$ cat src/rtl/serial_subtractor.sv
// serial_subtractor
// -----------------
// Bit-serial unsigned subtractor: computes a - b one bit per clock, LSB first,
// through a single registered borrow. A subtraction takes WIDTH cycles in RUN
// followed by a one-cycle DONE. A new start can be accepted in that DONE cycle,
// so back-to-back operations produce one result every WIDTH+1 cycles.
//
// Ports
//   clk     in   1      rising-edge clock
//   rst_n   in   1      asynchronous active-low reset
//   start   in   1      request; accepted in IDLE or DONE, ignored in RUN
//   a       in   WIDTH  minuend, captured on the accepting edge
//   b       in   WIDTH  subtrahend, captured on the accepting edge
//   busy    out  1      high while the operation is in RUN (registered)
//   done    out  1      one-cycle pulse when diff/borrow update (registered)
//   diff    out  WIDTH  (a - b) mod 2^WIDTH, held until the next completion
//   borrow  out  1      1 when a < b (unsigned), held with diff

module serial_subtractor #(
  parameter int WIDTH = 8
) (
  input  logic             clk,
  input  logic             rst_n,
  input  logic             start,
  input  logic [WIDTH-1:0] a,
  input  logic [WIDTH-1:0] b,
  output logic             busy,
  output logic             done,
  output logic [WIDTH-1:0] diff,
  output logic             borrow
);

  localparam int CW = $clog2(WIDTH + 1);
  localparam logic [CW-1:0] CNT_LAST = CW'(WIDTH - 1);
  localparam logic [CW-1:0] CNT_ONE  = CW'(1);

  typedef enum logic [1:0] {
    S_IDLE = 2'd0,
    S_RUN  = 2'd1,
    S_DONE = 2'd2
  } state_t;

  state_t           state_q, state_d;
  logic [WIDTH-1:0] a_q, a_d;
  logic [WIDTH-1:0] b_q, b_d;
  logic [WIDTH-1:0] res_q, res_d;
  logic             br_q, br_d;
  logic [CW-1:0]    cnt_q, cnt_d;
  logic             busy_q, busy_d;
  logic             done_q, done_d;
  logic [WIDTH-1:0] diff_q, diff_d;
  logic             borrow_q, borrow_d;

  // Full-subtractor bit slice on the current operand LSBs.
  logic bit_s;
  logic br_nx_s;

  // Next-state, datapath and registered-output decode.
  always_comb begin
    state_d  = state_q;
    a_d      = a_q;
    b_d      = b_q;
    res_d    = res_q;
    br_d     = br_q;
    cnt_d    = cnt_q;
    diff_d   = diff_q;
    borrow_d = borrow_q;

    bit_s   = a_q[0] ^ b_q[0] ^ br_q;
    br_nx_s = (~a_q[0] & b_q[0]) | (~(a_q[0] ^ b_q[0]) & br_q);

    case (state_q)
      S_IDLE: begin
        if (start) begin
          a_d     = a;
          b_d     = b;
          res_d   = {WIDTH{1'b0}};
          br_d    = 1'b0;
          cnt_d   = {CW{1'b0}};
          state_d = S_RUN;
        end else begin
          state_d = S_IDLE;
        end
      end
      S_RUN: begin
        // Result fills from the MSB end so that after WIDTH shifts bit 0 of
        // the difference has landed in bit 0.
        res_d = {bit_s, res_q[WIDTH-1:1]};
        a_d   = {1'b0, a_q[WIDTH-1:1]};
        b_d   = {1'b0, b_q[WIDTH-1:1]};
        br_d  = br_nx_s;
        cnt_d = cnt_q + CNT_ONE;
        if (cnt_q == CNT_LAST) begin
          diff_d   = {bit_s, res_q[WIDTH-1:1]};
          borrow_d = br_nx_s;
          state_d  = S_DONE;
        end else begin
          state_d = S_RUN;
        end
      end
      S_DONE: begin
        if (start) begin
          a_d     = a;
          b_d     = b;
          res_d   = {WIDTH{1'b0}};
          br_d    = 1'b0;
          cnt_d   = {CW{1'b0}};
          state_d = S_RUN;
        end else begin
          state_d = S_IDLE;
        end
      end
      default: begin
        state_d = S_IDLE;
      end
    endcase

    // busy/done are flopped from the next state so they are glitch-free and
    // mutually exclusive by construction.
    busy_d = (state_d == S_RUN);
    done_d = (state_d == S_DONE);
  end

  // State, datapath and output registers with asynchronous clear.
  always_ff @(posedge clk or negedge rst_n) begin
    if (!rst_n) begin
      state_q  <= S_IDLE;
      a_q      <= {WIDTH{1'b0}};
      b_q      <= {WIDTH{1'b0}};
      res_q    <= {WIDTH{1'b0}};
      br_q     <= 1'b0;
      cnt_q    <= {CW{1'b0}};
      busy_q   <= 1'b0;
      done_q   <= 1'b0;
      diff_q   <= {WIDTH{1'b0}};
      borrow_q <= 1'b0;
    end else begin
      state_q  <= state_d;
      a_q      <= a_d;
      b_q      <= b_d;
      res_q    <= res_d;
      br_q     <= br_d;
      cnt_q    <= cnt_d;
      busy_q   <= busy_d;
      done_q   <= done_d;
      diff_q   <= diff_d;
      borrow_q <= borrow_d;
    end
  end

  assign busy   = busy_q;
  assign done   = done_q;
  assign diff   = diff_q;
  assign borrow = borrow_q;

endmodule

$ cat config.mk
export PLATFORM = sky130hd
export DESIGN_NAME = serial_subtractor
export DESIGN_NICKNAME = d
export VERILOG_FILES = /design/src/rtl/serial_subtractor.sv
export SDC_FILE = /design/constraint.sdc
export NUM_CORES = 1
export LEC_CHECK = 0
export ABC_AREA = 1
export CAP_MARGIN = 30
export CORE_MARGIN = 2
export CORE_UTILIZATION = 35
export CTS_BUF_LIST = sky130_fd_sc_hd__clkbuf_8 sky130_fd_sc_hd__clkbuf_16
export DETAILED_ROUTE_END_ITERATION = 10
export PLACE_DENSITY = 0.59
export SLEW_MARGIN = 25
export SYNTH_ARGS = -nofsm -noshare
export SYNTH_HDL_FRONTEND = slang
export SYNTH_SLANG_ARGS = --single-unit
$ cat constraint.sdc
create_clock -name clk -period 1.6 [get_ports clk]
set_clock_uncertainty 0.2 [all_clocks]
set_input_delay 0.24 -clock clk [delete_from_list [all_inputs] [get_ports clk]]
set_output_delay 0.24 -clock clk [all_outputs]
set_load 0.03 [all_outputs]
==> summary.md, run 1 <==
| Metric | Value |
|---|---|
| 1st-pass router iterations | 4 |
| Synth top area share | 0.588 |
| Sequential fraction of the synthesis area | 0.588 |
| Drt wl/cell | 10.4 um |
| Filler Cell Count | between 500 and 600 |
| First-pass GRT wire length | 5990 um |
| Hold Crit Class | input port to asynchronous set/reset pin |
| Clock buffer depth | 2 |
| Nets | 266 |
| Routed Antenna Nets | 0 |
| PwrDens | between 1500 and 2000 nW/um^2 |
| Element type at the critical path end | flip-flop |
| Commonest non-fill, non-tap cell in the layout | nand2_1 |
| Diode count | 0 |
| TritonCTS clock tree | built |
| Highest Clock Rate | a little under 0.7 GHz |
| Syn nets | 227 |
| Starting Density | 0.367 |
| Die Height | 74.6 um |
| Dpl ws | between 0.03 and 0.04 ns |
| Synth area leaders | dfrtp_1 59%, nand2_1 21%, inv_1 3.7%, o22ai_1 2.9%, o21ai_1 2.6% |
| Mapped Area | 1740 sq um |
| Pins over their slew limit | 0 |
| Initial antenna violation count | 0 |
| Sum of negative setup slack | 0 ns |
| Post-layout min period | about 1.5 ns |
| Clock transition at the registers of the reported paths | 0.08 ns |
| Die width | 74.6 um |
| CP arrival | 1.46 ns |
| Row count | 25 |
| TritonCTS buffer count | 5 |
| Largest net degree at the start of global routing | 42 |
| Routed vias | 1364 |
| Final wirelength | 3260 um |
| Status | completed |
| Final WS setup | between 0.1 and 0.15 ns |
| Area grow syn2layout | 30.9% |
| IO Count | 30 |
| Worst-margin pin slew | 0.303 ns |
| Netlist cell types | 17 |
| Worst-Skew Late Latency | 0.29 ns |
| Final hold viol count | 0 |
| GRT Total Usage | 0.142 |
| H-tree depth | 2 |
| Commonest cells after routing, fill and taps aside | 97 x nand2_1, 41 x dfrtp_1, 17 x inv_1, 17 x clkdlybuf4s50_1, 11 x dlygate4sd2_1 |
| RD Place Congestion | 0.757 |
| CP Launch Type | flip-flop |
| Yosys warning total | 0 |
| Vias in the first global route | 1380 |
| Root Driver | clkbuf_8 |
| Seq cells post-synth | 41 |
| Rel. slew slack | 0.799 |
| Critical Path RT | 1.58 ns |
| Final setup viols | 0 |
| CTS Sinks | 41 |
| Crit Path Max Fanout | 20 |
| Port Buffer Count | 29 |
| CORE AREA | 4750 sq um |
| Leakage power | 1.20 nW |
| Total of max-cap violations | 0 |
| Share of cells above drive strength 1 | 0.106 |
| HPWL reported at the end of detailed placement | 2240 um |
| Post-Syn Instances | 206 |
| Worst vdd ir | 624 uV |
| Grt ovf | 0 |
| Initial drt markers | 39 |
| CP Class | flip-flop to flip-flop |
| Mean Syn Cell Area | 8.47 sq um |
| Overall power | 4.43 mW |
| Vias per inst | 4.36 |
| Post-Route Utilization | 0.480 |
| Register-to-Register Path Depth | 7 |
| Period utilisation layout | 0.925 |
| Die area | roughly 5600 sq um |
| # DRC | 0 |
| Post-synth top area cell | dfrtp_1 |
synthesized netlist by cell type, drive strengths merged:
cell type,n
nand3,4
o21ai,17
fa,1
buf,6
nand2,100
clkbuf,2
dfrtp,41
nor2,5
a21oi,1
ha,1
inv,20
o22ai,8
worst paths after layout:
path                            slack [ns]                  from                   to
worst max-delay path                  0.12  cnt_q[0]$_DFFE_PN0P_  diff[7]$_DFFE_PN0P_
worst min-delay path                  0.25                 rst_n  diff[4]$_DFFE_PN0P_
worst max register to register        0.12  cnt_q[0]$_DFFE_PN0P_  diff[7]$_DFFE_PN0P_
worst min register to register        0.27    a_q[2]$_DFFE_PN0P_   a_q[2]$_DFFE_PN0P_
max in group asynchronous             0.76                 rst_n   a_q[0]$_DFFE_PN0P_
min in group clk                      0.27    a_q[2]$_DFFE_PN0P_   a_q[2]$_DFFE_PN0P_
per-stage QoR:
stage          hold WS [ns]  instance area [sq um]  std cells
4_1_cts               0.248                   2270        312
6_report              0.245                   2280        313
3_5_place_dp         0.0309                   2160        303
5_1_grt               0.258                   2280        313
3_3_place_gp         0.0293                   2160        303
2_1_floorplan        -0.256                   1740        206
power breakdown:
| group | internal [mW] | leakage [nW] | switching (mW) |
|---|---|---|---|
| Clock | 0.467 | 0.0543 | 0.373 |
| Combinational | 0.729 | 0.630 | 1.18 |
| Sequential | 1.48 | 0.516 | 0.197 |
| Total | 2.67 | 1.20 | 1.75 |
registers in the layout (all words and copies together), names as in the netlist:
name and count:
done 1, cnt_q 4, br_q 1, state_q 2, borrow 1, busy 1
a_q 8, diff 8, b_q 8, res_q 7
final cells by class:
type | instances | area (sq um) | area share
well taps | 67 | 83.8 | 0.0367
multi-input cells | 137 | 602 | 0.264
clock buffers | 5 | 68.8 | 0.0301
clock inverters | 3 | 46.3 | 0.0203
flip-flops and latches | 41 | 1030 | 0.449
inverters | 20 | 75.1 | 0.0329
repair buffers | 40 | 382 | 0.167
metal layers:
metal  routed length (um)  vias up  GRT usage  part of all wire
met3                  169        5     0.0434             0.052
met5                    0        -          0                 0
met4                   59        0     0.0595             0.018
met1                 1540      615      0.175              0.47
li1                     -      714          -                 -
met2                 1490       30      0.231              0.46
critical path, stage by stage (launching register included):
cell	delay [ns]
dfrtp_1	0.38
ha_1	0.18
nand2_1	0.10
nor2_2	0.14
nand2_1	0.11
buf_12	0.16
nand2_1	0.05
o21ai_1	0.06
cell families (layout without fill, tap and decap cells):
logic type      count (synthesis)  count (layout)  share of synthesized area
simple gates                  109             109                      0.245
buf+inv                        28              68                     0.0681
flops                          41              41                      0.588
compound gates                 26              26                     0.0803
fa+ha+maj                       2               2                     0.0187
repair_timing:
| action | 4_1_cts | 5_1_grt |
|---|---|---|
| endpoints found under the hold margin | 41 | 0 |
| gates resized for setup | 11 | 1 |
| hold buffers | 1 | 0 |
| setup endpoints to repair | 11 | 9 |
| buffers inserted | 0 | 1 |
(Power assumes the default switching activity.)
==> run 2: changes to the inputs <==
--- a/config.mk
+++ b/config.mk
@@ -11,6 +11,7 @@
 export CORE_UTILIZATION = 35
 export CTS_BUF_LIST = sky130_fd_sc_hd__clkbuf_8 sky130_fd_sc_hd__clkbuf_16
 export DETAILED_ROUTE_END_ITERATION = 10
+export HOLD_SLACK_MARGIN = 0.03
 export PLACE_DENSITY = 0.59
 export SLEW_MARGIN = 25
 export SYNTH_ARGS = -nofsm -noshare
==> results of run 2 <==
The final DEF is identical to that of run 1; final timing and power are the same.
==> RTL change 1 (settings of run 2) <==
The 3 states of `state_t` get a one-hot encoding in 3 bits.
--- a/src/rtl/serial_subtractor.sv
+++ b/src/rtl/serial_subtractor.sv
@@ -34,10 +34,10 @@
   localparam logic [CW-1:0] CNT_LAST = CW'(WIDTH - 1);
   localparam logic [CW-1:0] CNT_ONE  = CW'(1);
 
-  typedef enum logic [1:0] {
-    S_IDLE = 2'd0,
-    S_RUN  = 2'd1,
-    S_DONE = 2'd2
+  typedef enum logic [2:0] {
+    S_IDLE = 3'b001,
+    S_RUN  = 3'b010,
+    S_DONE = 3'b100
   } state_t;
 
   state_t           state_q, state_d;
Behaviour: no difference found for any inputs over 10 cycles, from zero or initial values and one cycle with rst_n low; not proved beyond that.
==> RTL change 1 against run 2 <==
- routed wire length is 24% higher
- design area rose by 11%
- total power is 16% lower
- synthesized area rose by 13%
- via count increased by 21%
- fmax shrank 3.2%
- sequential cell count is 1 higher
- setup slack lost 0.049 ns
- largest cell class unchanged
- largest power group unchanged
==> RTL change 1: results (changes against run 2) <==
| Metric | Value |
|---|---|
| Status | `finished, final reports clean` |
| Share of post-route cells with drive strength above 1 | `12.5% (+2.0 points)` |
| P&R area growth vs syn | `28.9%` |
| Leakage | `0.00129 uW (+7.3%)` |
| PostCTS Resize Cnt | `11 (unchanged)` |
| Post-CTS Setup Inserts | `0 (unchanged)` |
| Vias per Instance | `4.69 (+7.6%)` |
| Max incr delay on CP | `0.42 ns (+0.04 ns)` |
| First-pass GRT wire length | `6930 um (+16%)` |
| Primary FF master, synth | `dfrtp_1` |
| Post-DP Area | `0.00240 mm^2 (+11%)` |
| Clock buffer cells | `6 (+1)` |
| Peak supply drop | `0.716 mV (+15%)` |
| Invs w/o clock | `11 (-45%)` |
| Detailed placement HPWL | `2660 um (+19%)` |
| Sequential area share after synthesis | `53.3% (-5.5 points)` |
| Critical path peak fanout | `7 (-65%)` |
| Multi-input gates | `175 (+28%)` |
| Mux share of post-synthesis cell area | `0% (unchanged)` |
| DR top layer | `met4` |
| # fillers | `561 (+12%)` |
| Crit-path leading delay family | `simple AND/OR/NAND/NOR gates` |
| Iteration count of the initial detailed-routing pass | `5 (+1)` |
| FF/Latch Area | `0.00105 mm^2 (+2.6%)` |
| Placed cells | `341 (+13%)` |
| Yosys cell types | `22 (+5)` |
| Multi-input combinational area share | `32.6% (+6.2 points)` |
| CTS Buf Count | `5 (unchanged)` |
| M1 WL | `2010 um (+30%)` |
| Buffer share of cell area | `17.0% (+0.31 points)` |
| Avg Inst Size Synth | `8.22 um^2 (-2.9%)` |
| WP data arrival | `1.57 ns (+0.11 ns)` |
| Post-synthesis compound-gate area fraction | `0.507% (-7.5 points)` |
| Core Region | `0.00547 mm^2 (+15%)` |
| Synth Area in XOR/XNOR | `0.444% (+0.44 points)` |
| Clk cell area share | `3.74% (-1.3 points)` |
| Net Count, Synth | `261 (+15%)` |
| Met2 routed WL | `1810 um (+21%)` |
| Met3 routed WL | `157 um (-7.1%)` |
| GR Util met1 | `19.3% (+1.8 points)` |
| Grt met2 use | `22.1% (-0.99 points)` |
| Synth area leaders | `dfrtp_1 52%, nand2_1 21%, nand3_1 7.6%` |
| Largest net degree at the start of global routing | `43 (+2.4%)` |
| Total GRT Usage | `14.2% (-0.043 points)` |
| Layout Cells excl Fill | `351 (+12%)` |
| Violation count after the first detailed-routing iteration | `97 (+150%)` |
| Met3 Usage GRT | `3.52% (-0.81 points)` |
| Synth Area in Adders | `1.65% (-0.22 points)` |
| Seq cells | `42 (+2.4%)` |
| Clock Latency Late Sink | `0.29 ns (about the same)` |
| Plain + repair buffers | `43 (+7.5%)` |
| Maximum clock path buffer count | `2 (unchanged)` |
| Layout Nets | `299 (+12%)` |
| Worst slew margin | `80.1% (+0.21 points)` |
| Final wirelength | `4030 um (+24%)` |
| Vias in the first global route | `1552 (+12%)` |
| Routability Congestion | `0.729 (-3.7%)` |
| Pre-CTS worst setup slack | `0.0385 ns (+0.00302 ns)` |
| Root Driver | `clkbuf_8` |
| Synth cell count leaders | `108 x nand2_1, 41 x dfrtp_1, 30 x nand3_1` |
-- RTL change 1: changes by cell type after synthesis, moves of 2 or more --
cell | before | now
buf_6 | 1 | 4
inv_1 | 17 | 8
nand2_1 | 97 | 108
nand2_2 | 2 | 4
nand3_1 | 4 | 30
nand4_1 | 0 | 15
nor2_1 | 5 | 9
o21ai_0 | 8 | 2
o21ai_1 | 9 | 0
o22ai_1 | 8 | 0
-- RTL change 1: worst paths after layout --
path | startpoint | to | slack [ns] | cells past startpoint
min reg2reg | diff[4] | diff[4] | 0.27 | 2
min in group clk | diff[4] | diff[4] | 0.27 | 2
max in group asynchronous | rst_n | state_q[0] | 0.68 | 3
max | state_q[2] | cnt_q[0] | 0.07 | 5
min | rst_n | a_q[6] | 0.23 | 3
max reg2reg | state_q[2] | cnt_q[0] | 0.07 | 5
-- RTL change 1: power by group --
group          internal [uW]  leakage (uW)  switching [uW]  total [uW]
Clock                    347     0.0000472             364         710
Combinational            632      0.000729             884        1520
Sequential              1340      0.000512             168        1510
==> RTL change 2 (config.mk and constraints of run 2) <==
Made on the original files. Set the parameter `WIDTH` to 16 (it was 8).
--- a/src/rtl/serial_subtractor.sv
+++ b/src/rtl/serial_subtractor.sv
@@ -17,7 +17,7 @@
 //   borrow  out  1      1 when a < b (unsigned), held with diff
 
 module serial_subtractor #(
-  parameter int WIDTH = 8
+  parameter int WIDTH = 16
 ) (
   input  logic             clk,
   input  logic             rst_n,
Interface: changed (resized a, b and diff); port bits go from 30 to 54. No check against the original RTL was run, so the function may have changed too.
==> RTL change 2 against run 2 <==
- the run now ends with negative setup slack left
- fmax down 10%
- setup slack worse by 0.17 ns
- sequential cell count up 33
- design area up 86%
- total power up 80%
- die area up 75%
- routed wire length up 100%
- synthesized area up 80%
- combinational power up 78%
- first-iteration DRC count rose to 2.7 times the old value
- clock power up 82%
- final cell count up 79%
- largest power group unchanged
==> RTL change 2: results (changes against run 2) <==
| Metric | Value |
|---|---|
| Peak supply drop | `0.643 mV (+3.0%)` |
| Failing checks | `negative setup slack` |
| Vias in the first global route | `2479 (+80%)` |
| Placed cells | `538 (+78%)` |
| Final wirelength | `6670 um (+100%)` |
| First-pass GRT wire length | `11300 um (+89%)` |
| Net Count, Synth | `419 (+85%)` |
| Largest net degree at the start of global routing | `34 (-19%)` |
| Critical path peak fanout | `7 (-65%)` |
| Final Setup Violations | `14 (+14)` |
| Yosys cell types | `16 (-1)` |
| Clock Latency Late Sink | `0.33 ns (+0.04 ns)` |
| Setup TNS | `-0.310 ns (-0.310 ns)` |
| WP data arrival | `1.67 ns (+0.21 ns)` |
| Synth cell count leaders | `206 x nand2_1, 74 x dfrtp_1, 25 x inv_1` |
| Final WS setup | `-0.0500 ns (-0.170 ns)` |
| Detailed placement HPWL | `4270 um (+91%)` |
| Leakage | `0.00219 uW (+82%)` |
| Routability Congestion | `0.794 (+4.9%)` |
| Primary FF master, synth | `dfrtp_1` |
| Synth area leaders | `dfrtp_1 59%, nand2_1 25%, o22ai_1 3.4%` |
| FFs w/ async S/R, synth | `100% (unchanged)` |
| Layout Nets | `485 (+82%)` |
| Worst R2R Start | `cnt_q[1]` |
| Status | `complete, but fails checks` |
| Vias per Instance | `4.53 (+4.0%)` |
| Htree depth | `3 (+1)` |
| # fillers | `842 (+68%)` |
| Post-synthesis cell count | `381 (+85%)` |
| Total GRT Usage | `14.2% (about the same)` |
| Worst slew margin | `78.6% (-1.2 points)` |
| Post-synthesis compound-gate area fraction | `7.38% (-0.66 points)` |
| Sequential area share after synthesis | `59.0% (+0.19 points)` |
| Synth Area in Adders | `1.44% (-0.43 points)` |
| WL/cell | `11.9 um (+14%)` |
| CTS Buf Count | `9 (+4)` |
| Share of post-route cells with drive strength above 1 | `13.1% (+2.5 points)` |
## RTL change 2: changes by cell type after synthesis, moves of 2 or more
| cell | delta |
|---|---|
| buf_2 | +9 |
| clkbuf_1 | +2 |
| dfrtp_1 | +33 |
| inv_1 | +8 |
| nand2_1 | +109 |
| o21ai_0 | -3 |
| o21ai_1 | +10 |
| o22ai_1 | +9 |
## RTL change 2: stage by stage
| stage | instance area, um^2 | hold WS (ns) | util, % | setup slack, ns | total power, uW |
|---|---|---|---|---|---|
| final | 4240 | 0.109 | 48.6 | -0.0500 | 7970 |
| after global routing | 4240 | 0.113 | 48.6 | -0.147 | 8630 |
| after CTS | 4100 | 0.104 | 47.0 | -0.0355 | 7860 |
| after detailed placement | 3860 | -0.0755 | 44.3 | -0.243 | 6410 |
| after global placement | 3860 | -0.0751 | 44.3 | -0.207 | 6320 |
| after floorplan | 3150 | -0.256 | - | 0.0131 | 5310 |
## RTL change 2: layout make-up
cell class	count	area, um^2	area share (%)
flip-flops and latches	74	1850	43.7
multi-input cells	260	1160	27.4
repair buffers	74	762	18.0
clock buffers	13	179	4.22
well taps	108	135	3.19
inverters	28	110	2.60
clock inverters	3	37.5	0.885
## RTL change 2: what timing repair did
| item | CTS | global route |
|---|---|---|
| gates resized for setup | 23 | 26 |
| hold buffers | 1 | 0 |
| setup buffers | 0 | 2 |
| hold endpoints to repair | 74 | 0 |
| endpoints found under the setup margin | 67 | 55 |
| cloned | 1 | 2 |
| pin swaps | 0 | 5 |
## RTL change 2: cells by family (layout without fill, tap and decap cells)
kind of cell	after synthesis	count (layout)
AO/OA/AOI/OAI	42	42
flip-flops	74	74
AND/OR/NAND/NOR	215	215
buffers and inverters	47	118
adder cells (fa/ha/maj)	3	3
## RTL change 2: worst paths after layout
check / endpoint / slack [ns] / cells past startpoint
min reg2reg: b_q[11] / 0.27 / 2
max: diff[8] / -0.05 / 8
max in group asynchronous: b_q[13] / 0.66 / 3
min in group clk: b_q[15] / 0.27 / 3
min: diff[11] / 0.11 / 2
max reg2reg: diff[8] / -0.05 / 8
## RTL change 2: layer usage
layer,part of all wire [%],GRT usage (%),vias to the layer above
met4,0.69,5.16,0
met2,46,22.2,56
li1,-,-,1305
met5,0,0,-
met3,4.1,2.98,5
met1,49,19.7,1172
## RTL change 2: worst max-delay path: stages (launching register included)
cell	delay (ns)
dfrtp_1	0.37
ha_2	0.20
nand2_2	0.07
nor2_4	0.13
ha_4	0.18
nand2_8	0.09
clkbuf_16	0.17
nand2_1	0.06
o21ai_1	0.06
## RTL change 2: report_power, final
group / internal (uW) / switching (uW)
sequential: 2660 / 381
combinational: 1310 / 2080
clock: 882 / 653
